$ cat config.mk
export PLATFORM = sky130hd
export DESIGN_NAME = display_frame_sequencer_flat
export DESIGN_NICKNAME = d
export VERILOG_FILES = /design/src/rtl/display_frame_sequencer_if.sv /design/src/rtl/display_frame_sequencer.sv /design/src/flat_wrapper.sv
export SDC_FILE = /design/constraint.sdc
export NUM_CORES = 1
export LEC_CHECK = 0
export ABC_AREA = 1
export CAP_MARGIN = 20
export CORE_MARGIN = 2
export CORE_UTILIZATION = 49
export DETAILED_ROUTE_END_ITERATION = 6
export PLACE_DENSITY = 0.88
export SYNTH_ARGS = -nofsm -noshare
export SYNTH_HDL_FRONTEND = slang
export SYNTH_SLANG_ARGS = --single-unit
$ cat constraint.sdc
create_clock -name clk -period 1.53 [get_ports clk]
set_clock_uncertainty 0.05 [all_clocks]
set_input_delay 0.306 -clock clk [delete_from_list [all_inputs] [get_ports clk]]
set_output_delay 0.306 -clock clk [all_outputs]
set_load 0.01 [all_outputs]
$ cat src/rtl/display_frame_sequencer_if.sv
// Handshake bundle between the frame sequencer, the display buffer updater
// and the LCD driver (window request, per-pixel update, pixel stream).
interface display_frame_sequencer_if #(
  parameter int X_W = 8,
  parameter int Y_W = 7
);
  logic           win_req;
  logic           win_ack;
  logic           update;
  logic [X_W-1:0] update_x;
  logic [Y_W-1:0] update_y;
  logic           done;
  logic [15:0]    done_color;
  logic           pix_valid;
  logic [15:0]    pix_data;
  logic           pix_ready;

  modport master (
    output win_req, update, update_x, update_y, pix_valid, pix_data,
    input  win_ack, done, done_color, pix_ready
  );

  modport slave (
    input  win_req, update, update_x, update_y, pix_valid, pix_data,
    output win_ack, done, done_color, pix_ready
  );
endinterface

$ cat src/rtl/display_frame_sequencer.sv
// Walks every pixel of a frame in row-major order: update request to the
// buffer updater, wait for its colour, then stream it to the LCD driver.
//
// state  | meaning
// IDLE   | no frame in progress, waiting for frame_req or pending
// WIN    | win_req high until the LCD driver acks the window
// ISSUE  | one-cycle update pulse for the current pixel
// WAIT   | waiting for done, bounded by the timeout counter
// PUSH   | pix_valid high until pix_ready
// ADV    | step to the next pixel or finish
// FINISH | frame_done pulse
module display_frame_sequencer #(
  parameter int X_MAX        = 160,
  parameter int Y_MAX        = 80,
  parameter int X_W          = $clog2(X_MAX),
  parameter int Y_W          = $clog2(Y_MAX),
  parameter int DONE_TIMEOUT = 64
) (
  input  logic clk,
  input  logic rst_n,
  input  logic frame_req,
  output logic busy,
  output logic frame_done,
  output logic frame_overrun,
  output logic timeout_err,
  display_frame_sequencer_if.master bus
);

  localparam int T_W = (DONE_TIMEOUT > 1) ? $clog2(DONE_TIMEOUT) : 1;

  typedef enum logic [2:0] {
    S_IDLE, S_WIN, S_ISSUE, S_WAIT, S_PUSH, S_ADV, S_FINISH
  } state_t;

  state_t         state;
  logic           pending;
  logic [T_W-1:0] tmo_cnt;

  wire last_x = (bus.update_x == X_W'(X_MAX - 1));
  wire last_y = (bus.update_y == Y_W'(Y_MAX - 1));

  always_ff @(posedge clk) begin
    if (!rst_n) begin
      state         <= S_IDLE;
      pending       <= 1'b0;
      tmo_cnt       <= '0;
      busy          <= 1'b0;
      frame_done    <= 1'b0;
      frame_overrun <= 1'b0;
      timeout_err   <= 1'b0;
      bus.win_req   <= 1'b0;
      bus.update    <= 1'b0;
      bus.update_x  <= '0;
      bus.update_y  <= '0;
      bus.pix_valid <= 1'b0;
      bus.pix_data  <= '0;
    end else begin
      frame_done    <= 1'b0;
      frame_overrun <= 1'b0;
      bus.update    <= 1'b0;

      // One request may queue behind a running frame; a second one is dropped.
      if (frame_req && state != S_IDLE) begin
        if (!pending) pending       <= 1'b1;
        else          frame_overrun <= 1'b1;
      end

      case (state)
        S_IDLE: begin
          if (frame_req || pending) begin
            pending      <= 1'b0;
            timeout_err  <= 1'b0;
            bus.update_x <= '0;
            bus.update_y <= '0;
            busy         <= 1'b1;
            bus.win_req  <= 1'b1;
            state        <= S_WIN;
          end
        end
        S_WIN: begin
          if (bus.win_ack) begin
            bus.win_req <= 1'b0;
            bus.update  <= 1'b1;
            state       <= S_ISSUE;
          end
        end
        S_ISSUE: begin
          tmo_cnt <= T_W'(DONE_TIMEOUT - 1);
          state   <= S_WAIT;
        end
        S_WAIT: begin
          // done takes priority over an expiring timeout in the same cycle.
          if (bus.done) begin
            bus.pix_data  <= bus.done_color;
            bus.pix_valid <= 1'b1;
            state         <= S_PUSH;
          end else if (tmo_cnt == '0) begin
            bus.pix_data  <= '0;
            bus.pix_valid <= 1'b1;
            timeout_err   <= 1'b1;
            state         <= S_PUSH;
          end else begin
            tmo_cnt <= tmo_cnt - 1'b1;
          end
        end
        S_PUSH: begin
          if (bus.pix_ready) begin
            bus.pix_valid <= 1'b0;
            state         <= S_ADV;
          end
        end
        S_ADV: begin
          if (last_x && last_y) begin
            frame_done <= 1'b1;
            state      <= S_FINISH;
          end else begin
            if (last_x) begin
              bus.update_x <= '0;
              bus.update_y <= bus.update_y + 1'b1;
            end else begin
              bus.update_x <= bus.update_x + 1'b1;
            end
            bus.update <= 1'b1;
            state      <= S_ISSUE;
          end
        end
        S_FINISH: begin
          busy  <= 1'b0;
          state <= S_IDLE;
        end
        default: state <= S_IDLE;
      endcase
    end
  end

endmodule

$ cat src/flat_wrapper.sv
// flat-port wrapper written by rule: the top's interface ports become plain ports
module display_frame_sequencer_flat 
#(
  parameter int X_MAX        = 160,
  parameter int Y_MAX        = 80,
  parameter int X_W          = $clog2(X_MAX),
  parameter int Y_W          = $clog2(Y_MAX),
  parameter int DONE_TIMEOUT = 64
)
  (clk, rst_n, frame_req, busy, frame_done, frame_overrun, timeout_err, bus_win_req, bus_update, bus_update_x, bus_update_y, bus_pix_valid, bus_pix_data, bus_win_ack, bus_done, bus_done_color, bus_pix_ready);
  display_frame_sequencer_if #(.X_W(X_W), .Y_W(Y_W)) bus_i ();
  input  logic clk;
  input  logic rst_n;
  input  logic frame_req;
  output logic busy;
  output logic frame_done;
  output logic frame_overrun;
  output logic timeout_err;
  output wire logic [$bits(bus_i.win_req)-1:0] bus_win_req;
  output wire logic [$bits(bus_i.update)-1:0] bus_update;
  output wire logic [$bits(bus_i.update_x)-1:0] bus_update_x;
  output wire logic [$bits(bus_i.update_y)-1:0] bus_update_y;
  output wire logic [$bits(bus_i.pix_valid)-1:0] bus_pix_valid;
  output wire logic [$bits(bus_i.pix_data)-1:0] bus_pix_data;
  input wire logic [$bits(bus_i.win_ack)-1:0] bus_win_ack;
  input wire logic [$bits(bus_i.done)-1:0] bus_done;
  input wire logic [$bits(bus_i.done_color)-1:0] bus_done_color;
  input wire logic [$bits(bus_i.pix_ready)-1:0] bus_pix_ready;
  assign bus_win_req = bus_i.win_req;
  assign bus_update = bus_i.update;
  assign bus_update_x = bus_i.update_x;
  assign bus_update_y = bus_i.update_y;
  assign bus_pix_valid = bus_i.pix_valid;
  assign bus_pix_data = bus_i.pix_data;
  assign bus_i.win_ack = bus_win_ack;
  assign bus_i.done = bus_done;
  assign bus_i.done_color = bus_done_color;
  assign bus_i.pix_ready = bus_pix_ready;
  display_frame_sequencer #(.X_MAX(X_MAX), .Y_MAX(Y_MAX), .X_W(X_W), .Y_W(Y_W), .DONE_TIMEOUT(DONE_TIMEOUT)) u_core (.clk(clk), .rst_n(rst_n), .frame_req(frame_req), .busy(busy), .frame_done(frame_done), .frame_overrun(frame_overrun), .timeout_err(timeout_err), .bus(bus_i));
endmodule
==> impl_summary.md <==
Status
The flow ran to the end, and the final reports show no timing, DRC or antenna violations.

Logic synthesis
Of the synthesized area, sequential elements account for 41.2%. The Yosys step of the flow raised 0 warnings. The synthesized netlist devotes between 30% and 40% of its cell area to simple gates.

The synthesized netlist devotes a little over a tenth of its cell area to compound gates. The largest family of logic cells by synthesized area is simple AND/OR/NAND/NOR gates. After Yosys synthesis, XOR and XNOR cells account for less than 1% of the synthesized area. The netlist area before placement is ~2300 sq um. The synthesis-stage register bit count is 48. The count of mapped cells out of synthesis is 327. By area the synthesized netlist is led by sky130_fd_sc_hd__dfxtp_1 (41%), sky130_fd_sc_hd__nand2_1 (14%), sky130_fd_sc_hd__a21oi_1 (7.9%). The fraction of synthesized cell area taken by the top area cell type is about two fifths. Counting every net in the synthesized netlist gives about 350. The most area-hungry cell type in the Yosys netlist is sky130_fd_sc_hd__dfxtp_1. The count of different cell masters after synthesis is 32. Averaged over all synthesized cells, the footprint is 7.12 sq um. Of the total synthesized cell area, the portion taken by full adders, half adders and majority gates is under 10%. The multiplexer share of the synthesized area is 0%.

Cells and area
The most common cell after layout, fill and taps aside is sky130_fd_sc_hd__nand2_1. The library cells used most frequently in the layout, excluding fill and tap cells, are sky130_fd_sc_hd__nand2_1 (88), sky130_fd_sc_hd__a21oi_1 (35), sky130_fd_sc_hd__dlygate4sd2_1 (35), sky130_fd_sc_hd__dfxtp_1 (35), sky130_fd_sc_hd__nand3_1 (34). Cells fill a little over two thirds of the core in the end. The number of nets in the layout is between 400 and 500. The post-route netlist has between 10% and 20% of its cells at a drive strength greater than 1.

The number of antenna diodes in the final layout is 0. After the flow finishes, the layout carries non-filler instances totaling between 400 and 500. The layout-stage area growth over the synthesis result is 40.9%.

Global routing
The aggregate global-route resource usage is between 20% and 30%. The remaining global-route overflow is 0. The number of antenna violations at the first check in global routing came to 0. In the global route stage, met3 resource usage came out at around 5.5%. The first global-routing pass estimated about 9500 microns of wire. Global routing used roughly two fifths of the available met2 tracks.

The via count of the first global-routing pass came to 2,234. The most congested layer reported by global routing is met2. Global routing used between 20 and 30% of the available met1 tracks. Entering global routing, the biggest net connects 41 pins.

Clock tree
For the worst-skew pair, the clock arrives at the later sink with an insertion delay of about 0.30 ns. CTS built an H-tree with a depth of 2. The clock net sink count is 48. No sink is reached through more buffers than the 2 on the longest clock path. The clock slew at the register clock pins of the worst setup and hold paths is 0.09 ns. Buffers inserted during clock tree synthesis total 5. The count of hold-fix buffers inserted at cts is 0.

The TritonCTS clock tree is done. The cell sitting at the root of the clock tree is a sky130_fd_sc_hd__clkbuf_8. The total setup buffers inserted after CTS is 0.

Critical path
The critical path depth is 1. Traced cell by cell, the critical path runs through clkdlybuf4s50_1. The slowest stage of the critical path is the sky130_fd_sc_hd__clkdlybuf4s50_1 cell. The longest individual stage delay on the worst path is ~0.52 ns.

The total buffers and inverters traversed by the critical path is 1. The kind of critical path is flop to output port. The path depth of the worst reg2reg path is 6.

The highest net fanout along the worst path is 1. The capture point of the critical path is frame_done. In this run the worst setup path begins at u_core.frame_done$_SDFF_PN0_. The family with the most delay on the worst path is buffers and inverters. The launch instance of the worst register-to-register path is u_core.state[1]$_SDFFE_PN0P_. The arrival time of the worst setup path is 1.13 ns. The setup check on the worst reg-to-reg path leaves a slack of approximately 0.090 ns.

The required time at the endpoint of the critical path is approximately 1.2 ns. The worst setup path is captured at an output port. STA classifies the critical path startpoint as a flop. The worst register-to-register path ends at u_core.tmo_cnt[2]$_SDFFE_PN0P_.

STA
The worst hold slack is 0.407 ns. In the finished design, the share of the clock period the worst path needs comes to 97.4%. At the pin with the least slew margin, the transition time is between 0.2 and 0.3 ns.

The number of setup violations in the final report is 0. The highest clock rate is between 0.6 and 0.7 GHz. The final-report max-slew violation count was 0. Measured against its own limit, the worst slew margin works out to 82.9%.

The minimum clock period after layout is between 1 and 1.5 ns. The final number of hold-violating endpoints is 0. Setup slack closes at between 0.03 and 0.04 ns. Setup repair after global routing could not meet its margin everywhere.

Placed design
Detailed placement ended at an HPWL of slightly above 4000 microns. Routability-driven placement finished with a final weighted congestion of just under 0.9. OpenSTA, run right after detailed placement, puts the worst setup slack at -0.0909 ns. The instance count after placement with tap cells included is roughly 450. In this run the tool buffered the top-level ports with just under 60 buffer cells.

Pwr
The power density relative to cell area is approximately 1300 nW/um^2. The worst voltage drop across the vdd grid is between 700 and 800 uV. For this design the static power due to leakage is 1.46 nW. The share of total power in combinational logic is between 30% and 40%.

The power after layout is roughly 4.3 mW. Cell internal power was estimated by the tool at 2.64 mW. The part of the power in registers is approximately 39%. For this design the total switching power over the nets is around 1.6 mW. The switching share of power is approximately two fifths. In this run, the clock network consumes around 22% of the power.

Min path
The startpoint of the most critical hold path is u_core.timeout_err$_SDFFE_PN0P_. The path class of the tightest hold or removal check is flop to flop.

Drt
The routed length per placed instance is between 10 and 15 microns. The residual antenna-violating net count after detailed routing is 0. The detailed router placed between 2k and 2.5k vias in this run. In the routed layout, each cell is associated on average with a via count of between 5 and 6. The first TritonRoute pass finished after 4 iterations. The final layout contains routed wiring with a total length of slightly below 6000 microns. The number of violations reported at the end of detailed-routing iteration 0 is ~170. In the routed design, unresolved DRC markers number 0.

Floorplanning
The initial core utilization is between 40% and 50%. The core box area is 4660 sq um. The I/O pin total is 60.

The die footprint is ~5300 sq um. The floorplan has 25 rows. The horizontal extent of the die is around 73 microns. Measured along the y axis, the die boundary spans around 73 microns.

Job
Max-cap violations in this run came to 0.
## worst reg2reg max path: cells and delay by family (launching register included)
family / cells / cell delay [ns]
and+or+nand+nor: 4 / 0.61
DFF: 1 / 0.47
AOI/OAI and AO/OA: 2 / 0.24
## state kept, by name (all words and copies together) (netlist names), 3 cells and up
register,flops
u_core.bus.update_x,8
u_core.bus.update_y,7
u_core.tmo_cnt,6
u_core.bus.pix_data,16
u_core.state,3
## layout make-up
type	count	area, sq um
fill	362	1380
multi-input combinational	245	1280
sequential	48	977
timing repair buffer	81	742
inverter	26	98.8
clock buffer	5	68.8
tap	54	67.6
clock inverter	3	42.5
## layer usage
layer,wire length (microns),part of all wire [%],up-vias
li1,-,-,1238
met1,2440,41,1139
met2,3090,52,80
met3,311,5.3,10
met4,74,1.2,0
met5,0,0,-
## timing repair
item,CTS,global route
setup endpoints to repair,35,41
gates resized for setup,45,20
gates cloned,0,2
pin swaps,0,5
hold endpoints to repair,0,0
## power by group through the flow
stage | clock network, mW | registers, mW | logic [mW]
floorplan | 0 | 1.68 | 1.01
global placement | 0 | 1.65 | 1.56
detailed placement | 0 | 1.66 | 1.63
CTS | 0.949 | 1.63 | 1.57
global route | 0.996 | 1.67 | 1.87
finish | 0.928 | 1.64 | 1.69
## logic make-up (layout without fill, tap and decap cells)
| family | count (synthesis) | after routing |
|---|---|---|
| XOR/XNOR | 2 | 2 |
| AND/OR/NAND/NOR | 188 | 190 |
| AO/OA/AOI/OAI | 49 | 49 |
| buffers and inverters | 36 | 115 |
| flip-flops | 48 | 48 |
| adder cells (fa/ha/maj) | 4 | 4 |
## cell usage after synthesis
library cell and n:
sky130_fd_sc_hd__clkbuf_1 5, sky130_fd_sc_hd__buf_6 4, sky130_fd_sc_hd__nor3_1 2, sky130_fd_sc_hd__dfxtp_1 48, sky130_fd_sc_hd__o21bai_1 1, sky130_fd_sc_hd__o22ai_1 1
sky130_fd_sc_hd__nand2_2 2, sky130_fd_sc_hd__o21ai_2 1, sky130_fd_sc_hd__xnor2_1 1, sky130_fd_sc_hd__o21ai_0 5, sky130_fd_sc_hd__nand3_2 2, sky130_fd_sc_hd__nand3b_1 2
sky130_fd_sc_hd__nor2_4 2, sky130_fd_sc_hd__or2_2 4, sky130_fd_sc_hd__nor2_1 33, sky130_fd_sc_hd__xor2_1 1, sky130_fd_sc_hd__o21ai_1 3, sky130_fd_sc_hd__ha_1 4
sky130_fd_sc_hd__nand4_1 7, sky130_fd_sc_hd__a31oi_1 1, sky130_fd_sc_hd__a21oi_1 37, sky130_fd_sc_hd__nand2_4 2, sky130_fd_sc_hd__inv_1 22, sky130_fd_sc_hd__clkinv_2 1
sky130_fd_sc_hd__nor2_2 2, sky130_fd_sc_hd__inv_2 2, sky130_fd_sc_hd__nor3b_1 2, sky130_fd_sc_hd__nand2_1 89, sky130_fd_sc_hd__nand3_1 37, sky130_fd_sc_hd__clkinv_1 1
sky130_fd_sc_hd__nand3_4 2, sky130_fd_sc_hd__buf_4 1
## per-stage QoR
| step | setup TNS (ns) | cell area (sq um) |
|---|---|---|
| floorplan | 0 | 2330 |
| global placement | -0.303 | 3110 |
| detailed placement | -1.32 | 3110 |
| CTS | 0 | 3190 |
| global route | -0.0191 | 3280 |
| finish | 0 | 3280 |
## worst min path at each step
stage / end / slack, ns / cells past startpoint
6_report: u_core.timeout_err$_SDFFE_PN0P_ / 0.41 / 2
5_1_grt: u_core.bus.pix_data[13]$_SDFFE_PN0P_ / 0.43 / 2
4_1_cts: u_core.timeout_err$_SDFFE_PN0P_ / 0.41 / 2
3_5_place_dp: u_core.timeout_err$_SDFFE_PN0P_ / 0.40 / 2
3_3_place_gp: u_core.timeout_err$_SDFFE_PN0P_ / 0.39 / 2
2_1_floorplan: u_core.frame_overrun$_SDFF_PN0_ / 0.40 / 2
Power figures use the tool's default switching activity.
